### src/rtl/wb_port_arbiter_pkg.sv
// wb_port_arbiter_pkg: shared widths, arbiter states and writeback request type
package wb_port_arbiter_pkg;
  localparam int XLEN = 32;
  localparam int REG_ADDR_W = 5;
  typedef enum logic {NORMAL = 1'b0, DRAIN = 1'b1} arb_state_e;
  typedef struct packed {
    logic [REG_ADDR_W-1:0] rd;
    logic [XLEN-1:0]       data;
  } wb_req_t;
endpackage

### src/rtl/wb_result_fifo.sv
// wb_result_fifo: circular buffer of pending LLU results with count, full and empty
module wb_result_fifo #(
  parameter int DEPTH = 2,
  parameter int W = 37
) (
  input  logic                       clk,
  input  logic                       rst,
  input  logic                       push_i,
  input  logic                       pop_i,
  input  logic [W-1:0]               din_i,
  output logic [W-1:0]               dout_o,
  output logic                       full_o,
  output logic                       empty_o,
  output logic [$clog2(DEPTH):0]     count_o
);
  localparam int AW = $clog2(DEPTH);
  logic [W-1:0]  mem_q [DEPTH];
  logic [AW-1:0] wr_q, rd_q;
  logic [AW:0]   cnt_q;
  logic          do_push, do_pop;
  assign full_o  = cnt_q == (AW+1)'(DEPTH);
  assign empty_o = cnt_q == '0;
  assign count_o = cnt_q;
  assign dout_o  = mem_q[rd_q];
  // a full buffer may still take a push when the head leaves in the same cycle
  assign do_push = push_i && (!full_o || pop_i);
  assign do_pop  = pop_i && !empty_o;
  // pointers wrap naturally because DEPTH is a power of two
  always_ff @(posedge clk or posedge rst) begin
    if (rst) begin
      wr_q  <= '0;
      rd_q  <= '0;
      cnt_q <= '0;
    end else begin
      if (do_push) wr_q <= wr_q + 1'b1;
      if (do_pop) rd_q <= rd_q + 1'b1;
      cnt_q <= cnt_q + (AW+1)'(do_push) - (AW+1)'(do_pop);
    end
  end
  // storage needs no reset; resetting the pointers discards its contents
  always_ff @(posedge clk) begin
    if (do_push) mem_q[wr_q] <= din_i;
  end
endmodule

### src/rtl/wb_port_arbiter.sv
// wb_port_arbiter: shares the register-file write port between pipeline writeback and buffered LLU results
module wb_port_arbiter #(
  parameter int DEPTH = 2,
  parameter int MAX_WAIT = 8,
  parameter int XLEN = 32
) (
  input  logic                                   clk,
  input  logic                                   rst,
  input  logic                                   pipe_valid,
  input  logic [wb_port_arbiter_pkg::REG_ADDR_W-1:0] pipe_rd,
  input  logic [XLEN-1:0]                        pipe_data,
  output logic                                   stall_pipe,
  input  logic                                   llu_valid,
  output logic                                   llu_ready,
  input  logic [wb_port_arbiter_pkg::REG_ADDR_W-1:0] llu_rd,
  input  logic [XLEN-1:0]                        llu_data,
  output logic                                   rf_we,
  output logic [wb_port_arbiter_pkg::REG_ADDR_W-1:0] rf_waddr,
  output logic [XLEN-1:0]                        rf_wdata,
  output logic                                   llu_pending
);
  import wb_port_arbiter_pkg::*;
  localparam int CW  = $clog2(DEPTH) + 1;
  localparam int AGW = $clog2(MAX_WAIT + 1);
  localparam int W   = REG_ADDR_W + XLEN;
  arb_state_e            state_q, state_d;
  logic [AGW-1:0]        age_q, age_d;
  logic [CW-1:0]         count, count_d;
  logic [W-1:0]          head;
  logic                  full, empty, push, pop, force_drain, grant_pipe;
  logic                  rf_we_q, llu_ready_q, llu_pending_q;
  logic [REG_ADDR_W-1:0] rf_waddr_q;
  logic [XLEN-1:0]       rf_wdata_q;
  assign llu_ready   = llu_ready_q;
  assign llu_pending = llu_pending_q;
  assign rf_we       = rf_we_q;
  assign rf_waddr    = rf_waddr_q;
  assign rf_wdata    = rf_wdata_q;
  wb_result_fifo #(.DEPTH(DEPTH), .W(W)) u_fifo (
    .clk     (clk),
    .rst     (rst),
    .push_i  (push),
    .pop_i   (pop),
    .din_i   ({llu_rd, llu_data}),
    .dout_o  (head),
    .full_o  (full),
    .empty_o (empty),
    .count_o (count)
  );
  // arbitration: a forced drain stalls the pipeline, otherwise the pipeline wins and the buffer fills idle slots
  always_comb begin
    push        = llu_valid && llu_ready_q && (llu_rd != '0);
    force_drain = !empty && ((age_q == AGW'(MAX_WAIT)) || (full && llu_valid));
    stall_pipe  = (state_q == NORMAL) && force_drain;
    grant_pipe  = !stall_pipe && pipe_valid;
    pop         = stall_pipe || (!pipe_valid && !empty);
    state_d     = stall_pipe ? DRAIN : NORMAL;
    age_d       = (pop || empty) ? '0 : (age_q == AGW'(MAX_WAIT)) ? age_q : age_q + 1'b1;
    count_d     = count + CW'(push) - CW'(pop);
  end
  // arbiter state and head age
  always_ff @(posedge clk or posedge rst) begin
    if (rst) begin
      state_q <= NORMAL;
      age_q   <= '0;
    end else begin
      state_q <= state_d;
      age_q   <= age_d;
    end
  end
  // write port registers from the granted source, plus buffer status flags
  always_ff @(posedge clk or posedge rst) begin
    if (rst) begin
      rf_we_q       <= 1'b0;
      rf_waddr_q    <= '0;
      rf_wdata_q    <= '0;
      llu_ready_q   <= 1'b1;
      llu_pending_q <= 1'b0;
    end else begin
      rf_we_q <= grant_pipe ? (pipe_rd != '0) : pop;
      if (grant_pipe || pop) begin
        rf_waddr_q <= grant_pipe ? pipe_rd : head[W-1 -: REG_ADDR_W];
        rf_wdata_q <= grant_pipe ? pipe_data : head[XLEN-1:0];
      end
      llu_ready_q   <= count_d != CW'(DEPTH);
      llu_pending_q <= count_d != '0;
    end
  end
endmodule

### config.mk
export PLATFORM = sky130hd
export DESIGN_NAME = wb_port_arbiter
export DESIGN_NICKNAME = d
export VERILOG_FILES = /design/src/rtl/wb_port_arbiter_pkg.sv /design/src/rtl/wb_result_fifo.sv /design/src/rtl/wb_port_arbiter.sv
export SDC_FILE = /design/constraint.sdc
export NUM_CORES = 1
export LEC_CHECK = 0
export ABC_CLOCK_PERIOD_IN_PS = 3400
export BUFFER_PORTS_ARGS = -buffer_cell sky130_fd_sc_hd__clkbuf_2
export CAP_MARGIN = 20
export CORE_AREA = 2 2 84 166
export CTS_BUF_LIST = sky130_fd_sc_hd__clkbuf_16
export CTS_CLUSTER_DIAMETER = 100
export DETAILED_ROUTE_END_ITERATION = 16
export DIE_AREA = 0 0 86 168
export SLEW_MARGIN = 20
export SYNTH_ARGS = -nofsm -noshare
export SYNTH_HDL_FRONTEND = slang
export SYNTH_SLANG_ARGS = --single-unit
### constraint.sdc
create_clock -name clk -period 3.4 [get_ports clk]
set_input_delay 0.34 -clock clk [delete_from_list [all_inputs] [get_ports clk]]
set_output_delay 0.34 -clock clk [all_outputs]
set_load 0.1 [all_outputs]
Word level (Yosys, flattened, before mapping):

Memory sizes are Yosys's and may differ from the RTL's.
Index checks and enable logic that the tools add are counted.

* flip-flop bits (word level): 49
* bits in writable memories: 74
* input port bits: 78
* memories kept: 1
* logic and storage cells: 53

Memories
* u_fifo.mem_q: depth 2, bits a word 37, read ports 1, clocked after memory_dff 0, write ports 1, RTL line wb_result_fifo.sv:17 `logic [W-1:0] mem_q [DEPTH];`

* eq/ne operators: 4
* bitwise logic cells: 1
* add/subtract/negate cells: 7
* muxes and demuxes: 8
* reductions and logical operators: 22

Operator list (number)
* $mux W32: 1
* $reduce_bool A5 Y1: 2
* $logic_and A1 B1 Y1: 9
* $mux W4: 2
* $logic_or A1 B1 Y1: 5
* $mux W5: 1
* $add A2 B1 Y2: 2
* $add A4 B1 Y4 const B: 1
* $eq A4 B4 Y1 const B: 1
* $logic_not A1 Y1: 4
* $mux W1: 4
* $ne A2 B2 Y1 const B: 2
* $sub A2 B1 Y2: 2
* $add A1 B1 Y1 const B: 2
* $eq A2 B2 Y1 const B: 1
* $logic_not A2 Y1: 1
* $reduce_bool A2 Y1: 1
* $not A1 Y1: 1

Logic depth before layout (Yosys ltp):

* word-level depth: 10
* depth in mapped cells: 12
* depth with buffers taken out: 12

By module:

Synthesis repeated with hierarchy kept, for this count alone.

* cell total of the unflattened synthesis: 422
* area total of the unflattened synthesis: 5698.0 um2

Modules (own cells, without submodules)
* wb_result_fifo: area each 2991.6 um2, times used 1, cells an instance 137, seq. area each 2322.2 um2
* wb_port_arbiter: area each 2706.3 um2, times used 1, cells an instance 285, seq. area each 1127.3 um2

Worst setup path before layout:

OpenSTA, ideal clock, no wires.

* path type: reg-to-reg
* from: register llu_ready_q (netlist: llu_ready)
* to: memory u_fifo.mem_q[0][0], enable pin
* slack: 0.148 ns
* cell stages (with the launch flop): 4
* clock period less this slack: 3.252 ns
* data arrival time: 2.821 ns
* path buffers: 0
* required time: 2.969 ns
* cells stage by stage: dfstp_2 > o311a_1 > o21ai_2 > nor2_1

* cells in the longest elaborated chain, start to end: 5

RTL lines
* start: declaration: RTL line wb_port_arbiter.sv:31 `logic rf_we_q, llu_ready_q, llu_pending_q;`
* start signal: assignment: RTL line wb_port_arbiter.sv:85 `llu_ready_q <= count_d != CW'(DEPTH);`
* $logic_and A1 B1 Y1 (2 in series): RTL line wb_port_arbiter.sv:52 `push = llu_valid && llu_ready_q && (llu_rd != '0);`
* $logic_and A1 B1 Y1: RTL line wb_result_fifo.sv:26 `assign do_push = push_i && (!full_o || pop_i);`
* $mux W1: RTL line wb_result_fifo.sv:42 `if (do_push) mem_q[wr_q] <= din_i;`
* $mux W1 (not written as such): RTL line wb_result_fifo.sv:42
* end: declaration: RTL line wb_result_fifo.sv:17

No other way between the ends.

Final worst setup path:

* from: register age_q[0]
* to: register u_fifo.cnt_q[1] (netlist: u_fifo.count_o[1])

* elaborated cells on any way between the ends: 10
* classes of those cells: add/sub (2); eq/ne (1); reduce/logical (7)

RTL lines
* start: declaration: RTL line wb_port_arbiter.sv:27 `logic [AGW-1:0] age_q, age_d;`
* start signal: assignment: RTL line wb_port_arbiter.sv:68 `age_q <= age_d;`
* $eq A4 B4 Y1: RTL line wb_port_arbiter.sv:53 `force_drain = !empty && ((age_q == AGW'(MAX_WAIT)) || (full && llu_valid));`
* $logic_or A1 B1 Y1: RTL line wb_port_arbiter.sv:53
* $logic_and A1 B1 Y1: RTL line wb_port_arbiter.sv:53
* $logic_and A1 B1 Y1: RTL line wb_port_arbiter.sv:54 `stall_pipe = (state_q == NORMAL) && force_drain;`
* $logic_or A1 B1 Y1: RTL line wb_port_arbiter.sv:56 `pop = stall_pipe || (!pipe_valid && !empty);`
* $logic_and A1 B1 Y1: RTL line wb_result_fifo.sv:27 `assign do_pop = pop_i && !empty_o;`
* net u_fifo.do_pop: RTL line wb_result_fifo.sv:20 `logic do_push, do_pop;`
* $sub A2 B1 Y2: RTL line wb_result_fifo.sv:37 `cnt_q <= cnt_q + (AW+1)'(do_push) - (AW+1)'(do_pop);`
* end signal: assignment: RTL line wb_result_fifo.sv:37
* end: declaration: RTL line wb_result_fifo.sv:19 `logic [AW:0] cnt_q;`

The timed path passes the listed nets, and every way through them passes these cells.
A chain may end at the register's enable or synchronous reset.

==> metrics <==
antenna cell count=0; worst slew margin relative to its limit=39.7%; WL final=10500 um; Syn. warnings=0; dpl hpwl=7230 um; PortBufs=118; simple-gate share of the synthesized area=6.59%; Fin Hold WS=96.9 ps; Synth Register Bits=123; Post-Synth XOR/XNOR Area=1.70%; type of the worst setup path=reg2reg; fraction of the mapped netlist area in adder cells=1.22%; post-synthesis sequential area ratio=67.1%; Root Buffer=clkbuf_16; Setup Fix Bufs, Post-CTS=0; DRC violations left=0; GRT overflow=0; Mapped Cells=347; gr usage total=15.3%; IO Pins=119; Final Cycle Share=74.2%; synth unique cells=39; peak fanout along the critical path=36; post-route minimum period=2520 ps; H-tree Lvls=4; Placer Congestion=0.745; cell area after layout=0.00646 mm^2; drt pass-1 iters=5; Avg WL per Cell=16.3 um; area grow syn2layout=25.7%; worst slew pin tran=905 ps; Die Ht=168 um; Data arrival, critical path=2810 ps; Max-Cap Viols=0; Core Area=0.0133 mm^2; placed cell area=0.00590 mm^2; post-route ant nets=0; initial antenna violation count=0; Post-Syn Area=0.00514 mm^2; final hold vios=0; clk_skew=11.2 ps; later-pin clock latency in the skew report=400 ps; CP endpoint kind=flip-flop; Syn Nets=430; largest net degree at the start of global routing=41; vias in the first global route=3240; post-synthesis mux area share=6.62%; starting density of the core=38.7%; Sink Count=123; Vias/cell=4.85; Hold WC Path Type=in2async; Synth Area per Inst=14.8 um^2; share of layout cells above drive strength 1=40.1%; CTS Buf Count=17; Synth Area in Compound Gates=11.4%; # nets final=559; Die Wd=86 um; final max-slew violation count=0; Peak Freq=396 MHz; CTS Hold Buffers Added=0; via count=3121; RSZ-0062 raised after global routing=no; die area=0.0144 mm^2; status=completed; Clock Tree Buf Depth=2; critical path launch point type=flip-flop; Worst EP required=3680 ps; PostCTS Resize Cnt=0; first-pass GRT wire length=16700 um; DR iter-0 viols=125; largest family of logic cells by synthesized area=compound AO/OA/AOI/OAI gates; Finish-stage setup viols=0; setup TNS=0 ps; CTS tree=built; Rows=60; CTS clk-pin slew, worst paths=60 ps
## critical path, cell delays in order, from the launching register on
cell and delay (ps):
dfrtp_1 400, inv_1 60, ha_1 210, nand4bb_1 180
nand3_2 220, nand2_4 130, buf_4 520, inv_2 60
ha_1 290, inv_1 90, o211ai_1 100, xnor2_1 140
## logic make-up after synthesis
| kind of cell | Yosys count |
|---|---|
| adders and majority gates | 5 |
| AOI/OAI and AO/OA | 46 |
| and+or+nand+nor | 71 |
| DFF | 123 |
| xor gates and xnor gates | 10 |
| muxes | 34 |
| buffers and inverters | 58 |
## registers in the layout (all words and copies together) (netlist names)
| register | cells |
|---|---|
| u_fifo.mem_q | 74 |
| rf_wdata | 32 |
| rf_waddr | 5 |
| state_q | 1 |
| u_fifo.count_o | 2 |
| u_fifo.rd_q | 1 |
| age_q | 4 |
| u_fifo.wr_q | 1 |
| llu_ready | 1 |
| rf_we | 1 |
| llu_pending | 1 |
## final timing paths
path                                    from                   to  slack, ps  depth (start not counted)
worst max-delay path                age_q[0]    u_fifo.count_o[1]        880                         11
worst min-delay path                     rst         rf_wdata[18]        100                          2
worst max register to register      age_q[0]    u_fifo.count_o[1]        880                         11
worst min register to register  rf_wdata[18]         rf_wdata[18]        490                          2
max in group asynchronous                rst    u_fifo.count_o[0]       2580                          3
min in group clk                llu_data[11]  u_fifo.mem_q[1][11]        130                          1
## final cells by class
| type | count | area [um^2] |
|---|---|---|
| Fill cell | 1201 | 6820 |
| Sequential cell | 123 | 3450 |
| Multi-Input combinational cell | 166 | 1430 |
| Timing Repair Buffer | 125 | 656 |
| Clock buffer | 17 | 425 |
| Tap cell | 155 | 194 |
| Inverter | 43 | 161 |
| Clock inverter | 15 | 144 |
## layout by cell type, fill, tap and decap left out, types with 2 or more instances in the layout
master / n
a211oi_1: 3
clkbuf_2: 118
ha_1: 5
clkbuf_16: 17
nor2_1: 7
inv_1: 45
bufinv_16: 3
o221ai_1: 4
xnor2_1: 5
o221a_1: 3
nor3_1: 4
o221ai_2: 30
nand2_1: 41
clkinv_2: 4
inv_2: 3
xor2_1: 5
nor2_2: 2
edfxtp_1: 74
clkinv_1: 2
nor2b_1: 3
buf_4: 6
mux2i_1: 34
dfrtp_1: 47
nor2_4: 2
## per-layer routing
layer / global-route usage (%) / up-vias / share of wire, %
li1: - / 1524 / -
met1: 19.1 / 1477 / 43
met2: 25.1 / 113 / 50
met3: 5.10 / 7 / 6.2
met4: 4.35 / 0 / 0.73
met5: 0 / - / 0
## metrics by stage
step           instances  setup slack (ps)  utilization [%]
2_1_floorplan        347               148                -
3_3_place_gp         612               916             44.4
3_5_place_dp         612               863             44.4
4_1_cts              644               826             48.7
5_1_grt              644               654             48.7
6_report             644               876             48.7
## synth_stat cells, drive strengths merged
library cell	count	area share (%)
dfrtp	48	23
nand4bb	2	0.54
o221ai	34	9.4
o211ai	1	0.15
edfxtp	74	43
ha	5	1.2
or4	1	0.15
o21ai	2	0.27
buf	15	2.3
xor2	5	0.85
xnor2	5	0.85
inv	43	3.1
o311a	1	0.19
a211oi	3	0.44
nand3	2	0.29
a21oi	2	0.27
nor3	4	0.39
or2	2	0.24
or3	1	0.12
o221a	3	0.66
nand2b	2	0.24
nor2	11	0.90
dfstp	1	0.51
nand3b	1	0.15
nor2b	3	0.36
mux2i	34	6.6
nand2	42	3.2
Power is left out: the tool's default activity adds up to more than one toggle a clock period on the data nets, which glitch-free logic cannot reach.
